File: src/rtl/id_ex_stage_if.sv
// Bundle between the ID/EX pipeline register and the rest of the core.
// The master modport drives the decode, forwarding and control inputs. The slave modport is the stage itself.
interface id_ex_stage_if #(
    parameter int XLEN    = 32,
    parameter int REG_AW  = 5,
    parameter int ALUOP_W = 4
);
    logic               stall_i;
    logic               flush_i;
    logic               id_valid_i;
    logic [XLEN-1:0]    id_pc_i;
    logic [REG_AW-1:0]  id_rs1_addr_i;
    logic [REG_AW-1:0]  id_rs2_addr_i;
    logic [REG_AW-1:0]  id_rd_addr_i;
    logic [XLEN-1:0]    id_rs1_data_i;
    logic [XLEN-1:0]    id_rs2_data_i;
    logic [XLEN-1:0]    id_imm_i;
    logic [ALUOP_W-1:0] id_alu_op_i;
    logic               id_opa_sel_i;
    logic               id_opb_sel_i;
    logic               id_rd_wren_i;
    logic               id_mem_rden_i;
    logic               id_uses_rs1_i;
    logic               id_uses_rs2_i;
    logic [REG_AW-1:0]  mem_rd_addr_i;
    logic               mem_rd_wren_i;
    logic [XLEN-1:0]    mem_fwd_data_i;
    logic [REG_AW-1:0]  wb_rd_addr_i;
    logic               wb_rd_wren_i;
    logic [XLEN-1:0]    wb_data_i;
    logic [XLEN-1:0]    operand_a_o;
    logic [XLEN-1:0]    operand_b_o;
    logic [ALUOP_W-1:0] alu_op_o;
    logic               ex_valid_o;
    logic [XLEN-1:0]    ex_pc_o;
    logic [REG_AW-1:0]  ex_rd_addr_o;
    logic               ex_rd_wren_o;
    logic               ex_mem_rden_o;
    logic [XLEN-1:0]    ex_store_data_o;
    logic               load_use_stall_o;

    modport master (
        output stall_i, flush_i, id_valid_i, id_pc_i, id_rs1_addr_i, id_rs2_addr_i,
               id_rd_addr_i, id_rs1_data_i, id_rs2_data_i, id_imm_i, id_alu_op_i,
               id_opa_sel_i, id_opb_sel_i, id_rd_wren_i, id_mem_rden_i,
               id_uses_rs1_i, id_uses_rs2_i, mem_rd_addr_i, mem_rd_wren_i,
               mem_fwd_data_i, wb_rd_addr_i, wb_rd_wren_i, wb_data_i,
        input  operand_a_o, operand_b_o, alu_op_o, ex_valid_o, ex_pc_o, ex_rd_addr_o,
               ex_rd_wren_o, ex_mem_rden_o, ex_store_data_o, load_use_stall_o
    );

    modport slave (
        input  stall_i, flush_i, id_valid_i, id_pc_i, id_rs1_addr_i, id_rs2_addr_i,
               id_rd_addr_i, id_rs1_data_i, id_rs2_data_i, id_imm_i, id_alu_op_i,
               id_opa_sel_i, id_opb_sel_i, id_rd_wren_i, id_mem_rden_i,
               id_uses_rs1_i, id_uses_rs2_i, mem_rd_addr_i, mem_rd_wren_i,
               mem_fwd_data_i, wb_rd_addr_i, wb_rd_wren_i, wb_data_i,
        output operand_a_o, operand_b_o, alu_op_o, ex_valid_o, ex_pc_o, ex_rd_addr_o,
               ex_rd_wren_o, ex_mem_rden_o, ex_store_data_o, load_use_stall_o
    );
endinterface

File: src/rtl/id_ex_stage.sv
// ID/EX pipeline register with EX-side operand forwarding and load-use bubble insertion.
// Forwarding works from the registered source indices, so it adds no latency in front of the ALU.
module id_ex_stage #(
    parameter int XLEN    = 32,
    parameter int REG_AW  = 5,
    parameter int ALUOP_W = 4
) (
    input logic          clk_i,
    input logic          rst_ni,
    id_ex_stage_if.slave bus
);
    logic               ex_valid;
    logic [XLEN-1:0]    ex_pc;
    logic [REG_AW-1:0]  ex_rs1_addr;
    logic [REG_AW-1:0]  ex_rs2_addr;
    logic [REG_AW-1:0]  ex_rd_addr;
    logic [XLEN-1:0]    ex_rs1_data;
    logic [XLEN-1:0]    ex_rs2_data;
    logic [XLEN-1:0]    ex_imm;
    logic [ALUOP_W-1:0] ex_alu_op;
    logic               ex_opa_sel;
    logic               ex_opb_sel;
    logic               ex_rd_wren;
    logic               ex_mem_rden;
    logic               load_use;
    logic [XLEN-1:0]    fwd_rs1;
    logic [XLEN-1:0]    fwd_rs2;

    // A flushed ID instruction never reaches EX, so it cannot cause a hazard.
    always_comb begin
        load_use = ex_valid && ex_mem_rden && (ex_rd_addr != '0) && bus.id_valid_i &&
                   ((bus.id_uses_rs1_i && (bus.id_rs1_addr_i == ex_rd_addr)) ||
                    (bus.id_uses_rs2_i && (bus.id_rs2_addr_i == ex_rd_addr))) &&
                   !bus.flush_i;
    end

    always_ff @(posedge clk_i or negedge rst_ni) begin
        if (!rst_ni) begin
            ex_valid    <= 1'b0;
            ex_pc       <= '0;
            ex_rs1_addr <= '0;
            ex_rs2_addr <= '0;
            ex_rd_addr  <= '0;
            ex_rs1_data <= '0;
            ex_rs2_data <= '0;
            ex_imm      <= '0;
            ex_alu_op   <= '0;
            ex_opa_sel  <= 1'b0;
            ex_opb_sel  <= 1'b0;
            ex_rd_wren  <= 1'b0;
            ex_mem_rden <= 1'b0;
        end else if (bus.stall_i) begin
            ex_valid    <= ex_valid;
        end else if (bus.flush_i || load_use) begin
            ex_valid    <= 1'b0;
            ex_alu_op   <= '0;
            ex_rd_wren  <= 1'b0;
            ex_mem_rden <= 1'b0;
        end else begin
            ex_valid    <= bus.id_valid_i;
            ex_pc       <= bus.id_pc_i;
            ex_rs1_addr <= bus.id_rs1_addr_i;
            ex_rs2_addr <= bus.id_rs2_addr_i;
            ex_rd_addr  <= bus.id_rd_addr_i;
            ex_rs1_data <= bus.id_rs1_data_i;
            ex_rs2_data <= bus.id_rs2_data_i;
            ex_imm      <= bus.id_imm_i;
            ex_alu_op   <= bus.id_alu_op_i;
            ex_opa_sel  <= bus.id_opa_sel_i;
            ex_opb_sel  <= bus.id_opb_sel_i;
            ex_rd_wren  <= bus.id_rd_wren_i && bus.id_valid_i;
            ex_mem_rden <= bus.id_mem_rden_i && bus.id_valid_i;
        end
    end

    // MEM is checked before WB so the youngest producer wins; x0 is never forwarded.
    always_comb begin
        fwd_rs1 = ex_rs1_data;
        fwd_rs2 = ex_rs2_data;
        if (ex_rs1_addr != '0) begin
            if (bus.mem_rd_wren_i && (bus.mem_rd_addr_i == ex_rs1_addr))
                fwd_rs1 = bus.mem_fwd_data_i;
            else if (bus.wb_rd_wren_i && (bus.wb_rd_addr_i == ex_rs1_addr))
                fwd_rs1 = bus.wb_data_i;
        end
        if (ex_rs2_addr != '0) begin
            if (bus.mem_rd_wren_i && (bus.mem_rd_addr_i == ex_rs2_addr))
                fwd_rs2 = bus.mem_fwd_data_i;
            else if (bus.wb_rd_wren_i && (bus.wb_rd_addr_i == ex_rs2_addr))
                fwd_rs2 = bus.wb_data_i;
        end
    end

    assign bus.operand_a_o      = ex_opa_sel ? ex_pc : fwd_rs1;
    assign bus.operand_b_o      = ex_opb_sel ? ex_imm : fwd_rs2;
    assign bus.ex_store_data_o  = fwd_rs2;
    assign bus.alu_op_o         = ex_alu_op;
    assign bus.ex_valid_o       = ex_valid;
    assign bus.ex_pc_o          = ex_pc;
    assign bus.ex_rd_addr_o     = ex_rd_addr;
    assign bus.ex_rd_wren_o     = ex_rd_wren;
    assign bus.ex_mem_rden_o    = ex_mem_rden;
    assign bus.load_use_stall_o = load_use;
endmodule
File: src/flat_wrapper.sv
// flat-port wrapper written by rule: the top's interface ports become plain ports
module id_ex_stage_flat 
#(
    parameter int XLEN    = 32,
    parameter int REG_AW  = 5,
    parameter int ALUOP_W = 4
)
  (clk_i, rst_ni, bus_stall_i, bus_flush_i, bus_id_valid_i, bus_id_pc_i, bus_id_rs1_addr_i, bus_id_rs2_addr_i, bus_id_rd_addr_i, bus_id_rs1_data_i, bus_id_rs2_data_i, bus_id_imm_i, bus_id_alu_op_i, bus_id_opa_sel_i, bus_id_opb_sel_i, bus_id_rd_wren_i, bus_id_mem_rden_i, bus_id_uses_rs1_i, bus_id_uses_rs2_i, bus_mem_rd_addr_i, bus_mem_rd_wren_i, bus_mem_fwd_data_i, bus_wb_rd_addr_i, bus_wb_rd_wren_i, bus_wb_data_i, bus_operand_a_o, bus_operand_b_o, bus_alu_op_o, bus_ex_valid_o, bus_ex_pc_o, bus_ex_rd_addr_o, bus_ex_rd_wren_o, bus_ex_mem_rden_o, bus_ex_store_data_o, bus_load_use_stall_o);
  id_ex_stage_if #(.XLEN(XLEN), .REG_AW(REG_AW), .ALUOP_W(ALUOP_W)) bus_i ();
  input logic clk_i;
  input logic rst_ni;
  input wire logic [$bits(bus_i.stall_i)-1:0] bus_stall_i;
  input wire logic [$bits(bus_i.flush_i)-1:0] bus_flush_i;
  input wire logic [$bits(bus_i.id_valid_i)-1:0] bus_id_valid_i;
  input wire logic [$bits(bus_i.id_pc_i)-1:0] bus_id_pc_i;
  input wire logic [$bits(bus_i.id_rs1_addr_i)-1:0] bus_id_rs1_addr_i;
  input wire logic [$bits(bus_i.id_rs2_addr_i)-1:0] bus_id_rs2_addr_i;
  input wire logic [$bits(bus_i.id_rd_addr_i)-1:0] bus_id_rd_addr_i;
  input wire logic [$bits(bus_i.id_rs1_data_i)-1:0] bus_id_rs1_data_i;
  input wire logic [$bits(bus_i.id_rs2_data_i)-1:0] bus_id_rs2_data_i;
  input wire logic [$bits(bus_i.id_imm_i)-1:0] bus_id_imm_i;
  input wire logic [$bits(bus_i.id_alu_op_i)-1:0] bus_id_alu_op_i;
  input wire logic [$bits(bus_i.id_opa_sel_i)-1:0] bus_id_opa_sel_i;
  input wire logic [$bits(bus_i.id_opb_sel_i)-1:0] bus_id_opb_sel_i;
  input wire logic [$bits(bus_i.id_rd_wren_i)-1:0] bus_id_rd_wren_i;
  input wire logic [$bits(bus_i.id_mem_rden_i)-1:0] bus_id_mem_rden_i;
  input wire logic [$bits(bus_i.id_uses_rs1_i)-1:0] bus_id_uses_rs1_i;
  input wire logic [$bits(bus_i.id_uses_rs2_i)-1:0] bus_id_uses_rs2_i;
  input wire logic [$bits(bus_i.mem_rd_addr_i)-1:0] bus_mem_rd_addr_i;
  input wire logic [$bits(bus_i.mem_rd_wren_i)-1:0] bus_mem_rd_wren_i;
  input wire logic [$bits(bus_i.mem_fwd_data_i)-1:0] bus_mem_fwd_data_i;
  input wire logic [$bits(bus_i.wb_rd_addr_i)-1:0] bus_wb_rd_addr_i;
  input wire logic [$bits(bus_i.wb_rd_wren_i)-1:0] bus_wb_rd_wren_i;
  input wire logic [$bits(bus_i.wb_data_i)-1:0] bus_wb_data_i;
  output wire logic [$bits(bus_i.operand_a_o)-1:0] bus_operand_a_o;
  output wire logic [$bits(bus_i.operand_b_o)-1:0] bus_operand_b_o;
  output wire logic [$bits(bus_i.alu_op_o)-1:0] bus_alu_op_o;
  output wire logic [$bits(bus_i.ex_valid_o)-1:0] bus_ex_valid_o;
  output wire logic [$bits(bus_i.ex_pc_o)-1:0] bus_ex_pc_o;
  output wire logic [$bits(bus_i.ex_rd_addr_o)-1:0] bus_ex_rd_addr_o;
  output wire logic [$bits(bus_i.ex_rd_wren_o)-1:0] bus_ex_rd_wren_o;
  output wire logic [$bits(bus_i.ex_mem_rden_o)-1:0] bus_ex_mem_rden_o;
  output wire logic [$bits(bus_i.ex_store_data_o)-1:0] bus_ex_store_data_o;
  output wire logic [$bits(bus_i.load_use_stall_o)-1:0] bus_load_use_stall_o;
  assign bus_i.stall_i = bus_stall_i;
  assign bus_i.flush_i = bus_flush_i;
  assign bus_i.id_valid_i = bus_id_valid_i;
  assign bus_i.id_pc_i = bus_id_pc_i;
  assign bus_i.id_rs1_addr_i = bus_id_rs1_addr_i;
  assign bus_i.id_rs2_addr_i = bus_id_rs2_addr_i;
  assign bus_i.id_rd_addr_i = bus_id_rd_addr_i;
  assign bus_i.id_rs1_data_i = bus_id_rs1_data_i;
  assign bus_i.id_rs2_data_i = bus_id_rs2_data_i;
  assign bus_i.id_imm_i = bus_id_imm_i;
  assign bus_i.id_alu_op_i = bus_id_alu_op_i;
  assign bus_i.id_opa_sel_i = bus_id_opa_sel_i;
  assign bus_i.id_opb_sel_i = bus_id_opb_sel_i;
  assign bus_i.id_rd_wren_i = bus_id_rd_wren_i;
  assign bus_i.id_mem_rden_i = bus_id_mem_rden_i;
  assign bus_i.id_uses_rs1_i = bus_id_uses_rs1_i;
  assign bus_i.id_uses_rs2_i = bus_id_uses_rs2_i;
  assign bus_i.mem_rd_addr_i = bus_mem_rd_addr_i;
  assign bus_i.mem_rd_wren_i = bus_mem_rd_wren_i;
  assign bus_i.mem_fwd_data_i = bus_mem_fwd_data_i;
  assign bus_i.wb_rd_addr_i = bus_wb_rd_addr_i;
  assign bus_i.wb_rd_wren_i = bus_wb_rd_wren_i;
  assign bus_i.wb_data_i = bus_wb_data_i;
  assign bus_operand_a_o = bus_i.operand_a_o;
  assign bus_operand_b_o = bus_i.operand_b_o;
  assign bus_alu_op_o = bus_i.alu_op_o;
  assign bus_ex_valid_o = bus_i.ex_valid_o;
  assign bus_ex_pc_o = bus_i.ex_pc_o;
  assign bus_ex_rd_addr_o = bus_i.ex_rd_addr_o;
  assign bus_ex_rd_wren_o = bus_i.ex_rd_wren_o;
  assign bus_ex_mem_rden_o = bus_i.ex_mem_rden_o;
  assign bus_ex_store_data_o = bus_i.ex_store_data_o;
  assign bus_load_use_stall_o = bus_i.load_use_stall_o;
  id_ex_stage #(.XLEN(XLEN), .REG_AW(REG_AW), .ALUOP_W(ALUOP_W)) u_core (.clk_i(clk_i), .rst_ni(rst_ni), .bus(bus_i));
endmodule
File: config.mk
export PLATFORM = sky130hd
export DESIGN_NAME = id_ex_stage_flat
export DESIGN_NICKNAME = d
export VERILOG_FILES = /design/src/rtl/id_ex_stage_if.sv /design/src/rtl/id_ex_stage.sv /design/src/flat_wrapper.sv
export SDC_FILE = /design/constraint.sdc
export NUM_CORES = 1
export LEC_CHECK = 0
export BUFFER_PORTS_ARGS = -buffer_cell sky130_fd_sc_hd__buf_2
export CAP_MARGIN = 20
export CELL_PAD_IN_SITES_DETAIL_PLACEMENT = 0
export CELL_PAD_IN_SITES_GLOBAL_PLACEMENT = 1
export CORE_ASPECT_RATIO = 0.75
export CORE_MARGIN = 3
export CORE_UTILIZATION = 33
export CTS_CLUSTER_DIAMETER = 60
export DETAILED_ROUTE_END_ITERATION = 10
export PLACE_DENSITY_LB_ADDON = 0.1
export SKIP_LAST_GASP = 1
export SLEW_MARGIN = 25
export SYNTH_ARGS = -nofsm -noshare
export SYNTH_HDL_FRONTEND = slang
export SYNTH_SLANG_ARGS = --single-unit
File: constraint.sdc
create_clock -name clk_i -period 1.9 [get_ports clk_i]
set_input_delay 0.19 -clock clk_i [delete_from_list [all_inputs] [get_ports clk_i]]
set_output_delay 0.19 -clock clk_i [all_outputs]
set_load 0.1 [all_outputs]
After elaboration in Yosys (flattened, before gate mapping):

Cells that the tools add are included.

* add/sub/neg operators: 0
* multiply operators: 0
* divide/modulo/power cells: 0
* order comparisons: 0
* equal/unequal tests: 6
* shifts and indexed selects: 0
* multiplexer cells: 12
* bitwise logic cells: 2
* reductions and logical operators: 20

Operator list (count)
* two-way mux 32 bit: 8
* == test 5 bit: 6
* nonzero test 5 bit: 3
* logical AND 1 bit: 13
* two-way mux 4 bit: 1
* two-way mux 1 bit: 3
* logical OR 1 bit: 2
* NOT 1 bit: 2
* AND reduction 2 bit: 1
* zero test 1 bit: 1

* flip-flop bits (word level): 152
* bits in latches: 0
* memory bits (writable): 0
* bits in read-only memories: 0
* input port bits: 234
* output and inout bits: 141
* logic and storage cells: 53
* memories: 0

Longest topological paths before layout:

Gate-level depths: netlist of the first run.

* depth after elaboration: 8
* depth in mapped cells: 8
* gate-level depth less buffers: 5

Worst setup path before layout of the first run:

OpenSTA, ideal clock, no wires.

* path type: register to output
* start point: register u_core.ex_rs2_addr[3]
* end point: output bus_operand_b_o[18]
* data arrival time: 3691 ps
* data required time: 1710 ps
* slack: -1981 ps
* stages on the path, launching flop included: 8
* path buffers: 2
* cell sequence: dfrtp_1 -> xor2_1 -> nor4_4 -> a221o_2 -> buf_6 -> buf_6 -> nor2_1 -> a211oi_1

* cells in the longest elaborated chain, start to end: 6
* elaborated cells between the ends (all ways): 9
* those cells by class: eq/ne: 2; mux: 4; reduce/logical: 3

Ends and longest elaborated chain
* start, declared: line id_ex_stage.sv:15 `logic [REG_AW-1:0] ex_rs2_addr;`
* start signal, assigned: line id_ex_stage.sv:63 `ex_rs2_addr <= bus.id_rs2_addr_i;`
* == test 5 bit: line id_ex_stage.sv:89 `else if (bus.wb_rd_wren_i && (bus.wb_rd_addr_i == ex_rs2_addr))`
* logical AND 1 bit: line id_ex_stage.sv:89
* two-way mux 32 bit: line id_ex_stage.sv:89
* two-way mux 32 bit: line id_ex_stage.sv:87 `if (bus.mem_rd_wren_i && (bus.mem_rd_addr_i == ex_rs2_addr))`
* two-way mux 32 bit *: line id_ex_stage.sv:86 `if (ex_rs2_addr != '0) begin`
* two-way mux 32 bit *: line id_ex_stage.sv:95 `assign bus.operand_b_o = ex_opb_sel ? ex_imm : fwd_rs2;`
* end, declared: line flat_wrapper.sv:36 `output wire logic [$bits(bus_i.operand_b_o)-1:0] bus_operand_b_o;`

Every way passes the cells marked *; elsewhere a longest branch is shown, timed or not.

Worst setup path in the final report of the first run:

* start point: register u_core.ex_rs2_addr[2]
* end point: output bus_operand_b_o[18]

Same word-level chain as after synthesis.

==> impl_metrics.tcl, run 1 <==
set metrics [dict create \
    critPathMaxFanout 6 \
    end_kind "primary output" \
    clock-sinks 152 \
    clock-root-buffer "clkbuf_16" \
    critPathKind "flop to primary output" \
    utilization_pct 72.1 \
    crit_buf_inv 3 \
    start_util_pct 33.8 \
    fin_nets 1590 \
    dieWidth_um 195 \
    hp-class "primary input to flop" \
    ys_seq_elements 152 \
    ant_nets 0 \
    violations "negative setup slack" \
    rsz0062_at_grt "yes" \
    hold_violations 0 \
    grt_util_met3_pct 6.45 \
    leakage_uw 0.00813 \
    reg2regPathDepth 11 \
    synth-simple-area-share_pct 5.93 \
    pre_cts_slack_ns -0.458 \
    start_kind "flop" \
    ioPinCount 375 \
    synth_compound_area_share_pct 12.6 \
    total_power_uw 19400 \
    synth-xor-area-share_pct 2.97 \
    peakVddDrop_v 0.00102 \
    instances_no_fill 1717 \
    io_buffers 374 \
    post-route-period-util_pct 148 \
    syn_to_final_growth_pct 113 \
    crit_path_max_incr_delay_ns 0.41 \
    die-area_um2 28800 \
    ys_async_sr_fraction_pct 100 \
    cts_max_path_buffers 2 \
    syn_area_per_cell_um2 12.1 \
    syn_nets 964 \
    finalSetupViolCount 242 \
    relSlewSlack_pct 66.9 \
    worstMarginPinSlew_ns 0.492 \
    fin_ws_ns -0.916 \
    netlist_instances 730 \
    cts_buffers 17 \
    die_h_um 148 \
    vias_per_cell 5.03 \
    ys_types 43 \
    cts_tree "done" \
    grt_remaining_overflow 0 \
    drtPass1Iterations 6 \
    hpwl_mm 25.5 \
    core_area_um2 26200 \
    detail_route.wl_per_cell_um 22.4 \
    maxCapViolations 0 \
    yosysWarnings 0 \
    synth_top_family_by_area "multiplexers" \
    synthMuxAreaShare_pct 31.5 \
    crit_top_cell "buf_12" \
    synth_adder_area_share_pct 0 \
    antenna_found_initial 4 \
    fmax_ghz 0.355 \
    min_period_ns 2.82 \
    synth_edf_count 0 \
    drive_above_1_share_pct 66.2 \
    cellPowerDensity_nw_per_um2 1030 \
    vias 8637 \
    htree_levels 4 \
    insertion_delay_ns 0.43 \
    hold_depth 2 \
    wirelength_mm 38.4 \
    crit_path_top_delay_cell "dfrtp_1" \
    critical_path_depth 8 \
    r2r_slack_ns -0.39 \
    seq_area_frac_synth_pct 43.0 \
    syn-cell-area_um2 8840 \
    outcome "complete, but fails checks" \
    grt_pass1_vias 9600 \
    grt.busiest_layer "met2" \
    grt_util_met2_pct 44.1 \
    crit_chain "xor2_2, nor4_4, a211o_2, buf_6, buf_12, o22ai_2, a211oi_4, buf_12" \
    critical_path.top_delay_family "compound AO/OA/AOI/OAI gates" \
    finalClockSkew_ns 0.0102 \
    slew_violations 0 \
    place_inst 1487 \
    ys.flop_type "dfrtp_1" \
    grt_max_degree 51 \
    cts.clk_slew.worst_paths_ns 0.07 \
    crit_required_ns 1.71 \
    met1_usage_pct 35.1 \
    worstPathArrival_ns 2.63 \
    drc_errors 0 \
    gp_congestion 0.848 \
    final_cell_area_um2 18900 \
    postPlaceCellArea_um2 14800 \
    grtUsageTotal_pct 26.5 \
    drtIter0Drc 340 \
    grt_pass1_wl_mm 58.6 \
    row_count 51 \
]
[placed cells by master (no fill, tap or decap), types with 13 or more instances in the layout]
cell type,Yosys,final
buf_2,17,276
dfrtp_1,152,144
buf_12,0,136
dlygate4sd3_1,0,131
mux2_4,50,100
buf_4,11,71
mux2i_4,0,61
mux2_2,97,47
nor2_1,38,36
mux2i_1,94,31
a2bb2oi_4,0,29
or3_1,29,29
o21ai_0,30,29
a211oi_4,0,29
buf_16,0,21
clkbuf_16,0,19
o22ai_2,0,17
buf_6,9,15
o22ai_4,0,13
[worst paths after layout]
path,start,to
worst min register to register,u_core.bus.alu_op_o[3]$_DFFE_PN0N_,u_core.bus.alu_op_o[3]$_DFFE_PN0N_
worst max-delay path,u_core.ex_rs2_addr[2]$_DFFE_PN0P_,bus_operand_b_o[18]
min in group asynchronous,rst_ni,u_core.bus.ex_pc_o[4]$_DFFE_PN0P_
worst max register to register,u_core.bus.ex_rd_addr_o[1]$_DFFE_PN0P_,u_core.ex_rs2_data[25]$_DFFE_PN0P_
worst min-delay path,bus_id_rs2_data_i[0],u_core.ex_rs2_data[0]$_DFFE_PN0P_
max in group asynchronous,rst_ni,u_core.bus.ex_rd_addr_o[2]$_DFFE_PN0P_
[state kept, by name (all words and copies together), names as in the netlist, 4 cells and up]
signal	cells
u_core.ex_rs2_addr	5
u_core.ex_rs1_addr	5
u_core.bus.alu_op_o	4
u_core.ex_rs1_data	32
u_core.bus.ex_pc_o	32
u_core.ex_imm	32
u_core.ex_rs2_data	32
u_core.bus.ex_rd_addr_o	5
[what timing repair did]
action | in CTS | in global routing
gates cloned | 21 | 2
pin swaps | 17 | 19
hold buffers | 131 | 0
endpoints found under the hold margin | 257 | 0
endpoints found under the setup margin | 237 | 242
setup buffers | 39 | 9
gates resized for setup | 206 | 31
[synthesized netlist by cell type, types with 2 or more instances]
cell / count / area, um2
a211oi_1: 30 / 225
a21oi_1: 2 / 10.0
a22o_1: 3 / 26.3
a2bb2oi_1: 21 / 184
a2bb2oi_2: 10 / 150
a32o_1: 5 / 50.1
and2_1: 2 / 12.5
and3_1: 5 / 31.3
buf_2: 17 / 85.1
buf_4: 11 / 82.6
buf_6: 9 / 101
clkbuf_1: 19 / 71.3
dfrtp_1: 152 / 3800
inv_1: 2 / 7.51
mux2_2: 97 / 1090
mux2_4: 50 / 751
mux2i_1: 94 / 941
nand2_1: 10 / 37.5
nand3_1: 7 / 35.0
nand4_1: 2 / 12.5
nor2_1: 38 / 143
nor3_1: 5 / 25.0
o211a_1: 2 / 20.0
o21ai_0: 30 / 150
o22a_1: 4 / 35.0
o22ai_1: 30 / 188
or3_1: 29 / 181
xnor2_1: 22 / 193
xor2_1: 8 / 70.1
[logic make-up (layout without fill, tap and decap cells)]
family,after synthesis,after routing
AO/OA/AOI/OAI,145,145
AND/OR/NAND/NOR,103,103
other,0,4
buffers and inverters,59,698
XOR/XNOR,30,30
multiplexers,241,241
flip-flops,152,152
[worst reg2reg max path, stage by stage (launching register included)]
cell,delay [ns]
dfrtp_4,0.52
xnor2_2,0.17
nand4_1,0.14
o22ai_2,0.15
buf_4,0.15
a21boi_4,0.05
buf_12,0.15
buf_8,0.13
buf_16,0.15
buf_12,0.13
buf_12,0.13
mux2_4,0.30
[through the flow]
step | TNS [ns] | hold slack (ns)
floorplan | -50.49 | -0.106
global placement | -40.84 | 0.0757
detailed placement | -42.78 | 0.0752
CTS | -109.75 | 0.00133
global route | -137.37 | 0.00578
finish | -111.65 | 0.0165
[area by class of cell]
cell class                      instances  area [um2]
Fill cell                            1740        7300
Multi-Input combinational cell        519        7010
Timing Repair Buffer                  664        6930
Sequential cell                       152        3830
Clock buffer                           21         460
Tap cell                              344         430
Clock inverter                         11         195
Antenna cell                            4        10.0
Inverter                                2        7.51
[power by group]
group	internal (uW)	switching [uW]
clock	2410	1490
sequential	3720	455
combinational	4480	6860
total	10600	8810
[metal layers]
layer | vias up | part of all wire (%)
li1 | 3994 | -
met1 | 4291 | 43
met2 | 311 | 49
met3 | 39 | 6.4
met4 | 2 | 1.7
met5 | - | 0.034
Power figures use the tool's default switching activity.
==> run 2: changes to the inputs <==
--- a/config.mk
+++ b/config.mk
@@ -15,7 +15,6 @@
 export CTS_CLUSTER_DIAMETER = 60
 export DETAILED_ROUTE_END_ITERATION = 10
 export PLACE_DENSITY_LB_ADDON = 0.1
-export SKIP_LAST_GASP = 1
 export SLEW_MARGIN = 25
 export SYNTH_ARGS = -nofsm -noshare
 export SYNTH_HDL_FRONTEND = slang
==> run 2 against run 1 <==
- the run still ends with negative setup slack left
- fmax fell by 0.90%
- critical path depth unchanged
- largest cell class unchanged
- count of clock-buffer cells in the layout did not move
- utilization increased by 0.35 points
- flip-flop and latch count stayed put
- total power up 0.43%
- hold slack better by 0.0016 ns
- via count rose by 0.10%
- combinational power hardly changed
- clock skew is 0.00077 ns higher
- non-clock buffer count fell by 8
==> impl_metrics.tcl, run 2 (synthesis results as in run 1) <==
set metrics [dict create \
    cts_buffers 17 \
    clock_power_share_pct 19.9 \
    grt_max_degree 51 \
    internal_power_uw 10700 \
    seqPwrFrac_pct 21.5 \
    peakVddDrop_v 0.00103 \
    ioPinCount 375 \
    hold_violations 0 \
    leakage_uw 0.00822 \
    die_h_um 148 \
    critPathMaxFanout 6 \
    fillers 1721 \
    vias_per_cell 5.06 \
    drtPass1Iterations 4 \
    hpwl_mm 25.5 \
    fin_ws_ns -0.941 \
    cts_tree "done" \
    place_inst 1487 \
    syn_to_final_growth_pct 114 \
    grt_pass1_vias 9636 \
    post-route-period-util_pct 150 \
    core_area_um2 26200 \
    clock-sinks 152 \
    dieWidth_um 195 \
    hp-class "primary input to flop" \
    start_kind "flop" \
    combPwrFrac_pct 58.6 \
    most-common-layout-cells "buf_2 (276), mux2_4 (146), dfrtp_1 (144), buf_12 (136), dlygate4sd3_1 (131)" \
    rsz0062_at_grt "yes" \
    detail_route.wl_per_cell_um 22.6 \
    pre_cts_slack_ns -0.458 \
    utilization_pct 72.5 \
    row_count 51 \
    grtUsageTotal_pct 26.4 \
    cts_max_path_buffers 2 \
    start_util_pct 33.8 \
    cts.clk_slew.worst_paths_ns 0.07 \
    grt_remaining_overflow 0 \
    grt_pass1_wl_mm 58.6 \
    clock-root-buffer "clkbuf_16" \
    insertion_delay_ns 0.43 \
    finalSetupViolCount 242 \
    layout_commonest_cell "buf_2" \
    gp_congestion 0.848 \
    drtIter0Drc 334 \
    crit_required_ns 1.71 \
    slew_violations 0 \
    drive_above_1_share_pct 66.2 \
    worstPathArrival_ns 2.65 \
    critPathKind "flop to primary output" \
    vias 8646 \
    worstMarginPinSlew_ns 0.495 \
    drc_errors 0 \
    ant_nets 0 \
    maxCapViolations 0 \
    cellPowerDensity_nw_per_um2 1030 \
    instances_no_fill 1710 \
    violations "negative setup slack" \
    min_period_ns 2.84 \
    die-area_um2 28800 \
    fmax_ghz 0.352 \
    fin_nets 1582 \
    finalClockSkew_ns 0.0109 \
    antenna_found_initial 4 \
    relSlewSlack_pct 66.6 \
    switching_share_pct 45.3 \
    wirelength_mm 38.6 \
    total_power_uw 19500 \
    outcome "complete, but fails checks" \
    htree_levels 4 \
    end_kind "primary output" \
    io_buffers 374 \
    p_sw_uw 8830 \
]
-- run 2: changes by cell type in the layout (fill, tap and decap cells not counted), sizes merged --
cell | before | now
diode | 4 | 5
buf | 531 | 523
-- run 2: area by class of cell --
class                   instances  area [um2]  area share (%)
clock buffers                  21         460            2.43
clock inverters                11         195            1.03
multi-input cells             519        7230            38.1
well taps                     344         430            2.27
repair buffers                656        6800            35.8
inverters                       2        7.51          0.0396
diodes                          5        12.5          0.0660
flip-flops and latches        152        3830            20.2
-- run 2: metrics by stage --
step | TNS, ns | hold slack, ns | cell area (um2)
6_report | -106.26 | 0.0181 | 19000
4_1_cts | -109.48 | 0.00133 | 18700
3_3_place_gp | -40.84 | 0.0757 | 14800
5_1_grt | -129.28 | 0.00361 | 19000
2_1_floorplan | -50.49 | -0.106 | 10500
3_5_place_dp | -42.78 | 0.0752 | 14800
-- run 2: final timing paths --
| path | start | end | slack (ns) | cells past startpoint |
|---|---|---|---|---|
| setup / recovery | u_core.ex_rs2_addr[2]$_DFFE_PN0P_ | bus_operand_b_o[18] | -0.94 | 8 |
| hold / removal | bus_id_rs2_data_i[30] | u_core.ex_rs2_data[30]$_DFFE_PN0P_ | 0.02 | 2 |
| setup reg to reg | u_core.bus.ex_rd_addr_o[3]$_DFFE_PN0P_ | u_core.ex_imm[10]$_DFFE_PN0P_ | -0.25 | 9 |
| hold reg to reg | u_core.bus.alu_op_o[3]$_DFFE_PN0N_ | u_core.bus.alu_op_o[3]$_DFFE_PN0N_ | 0.50 | 1 |
| max in group asynchronous | rst_ni | u_core.bus.ex_rd_addr_o[2]$_DFFE_PN0P_ | 1.03 | 3 |
| min in group asynchronous | rst_ni | u_core.ex_rs1_data[4]$_DFFE_PN0P_ | 0.19 | 2 |
-- run 2: critical path, stage by stage (launching register included) --
cell	delay [ns]
dfrtp_1	0.42
xor2_2	0.18
nor4_4	0.40
a211o_2	0.24
buf_6	0.13
buf_12	0.14
o22ai_2	0.13
a211oi_4	0.34
buf_12	0.22
-- run 2: what timing repair did --
action,CTS,global route
hold endpoints to repair,257,0
gates resized for setup,215,104
endpoints found under the setup margin,237,242
setup buffers,39,14
hold buffers,131,0
cloned,21,2
pin swaps,18,26
-- run 2: power by group through the flow --
| stage | logic, uW | registers [uW] | clock network [uW] |
|---|---|---|---|
| after floorplan | 6140 | 5030 | 0 |
| after global placement | 10400 | 4180 | 0 |
| after detailed placement | 10400 | 4190 | 0 |
| after CTS | 11300 | 4150 | 3940 |
| after global routing | 11700 | 4240 | 4080 |
| final | 11400 | 4190 | 3880 |
-- run 2: routing by layer --
| metal | track usage, % | routed length [um] | vias to the layer above |
|---|---|---|---|
| met1 | 35.1 | 16600 | 4323 |
| met5 | 0 | 13 | - |
| li1 | - | - | 3971 |
| met4 | 6.52 | 770 | 2 |
| met3 | 6.43 | 2320 | 50 |
| met2 | 44.0 | 19000 | 300 |
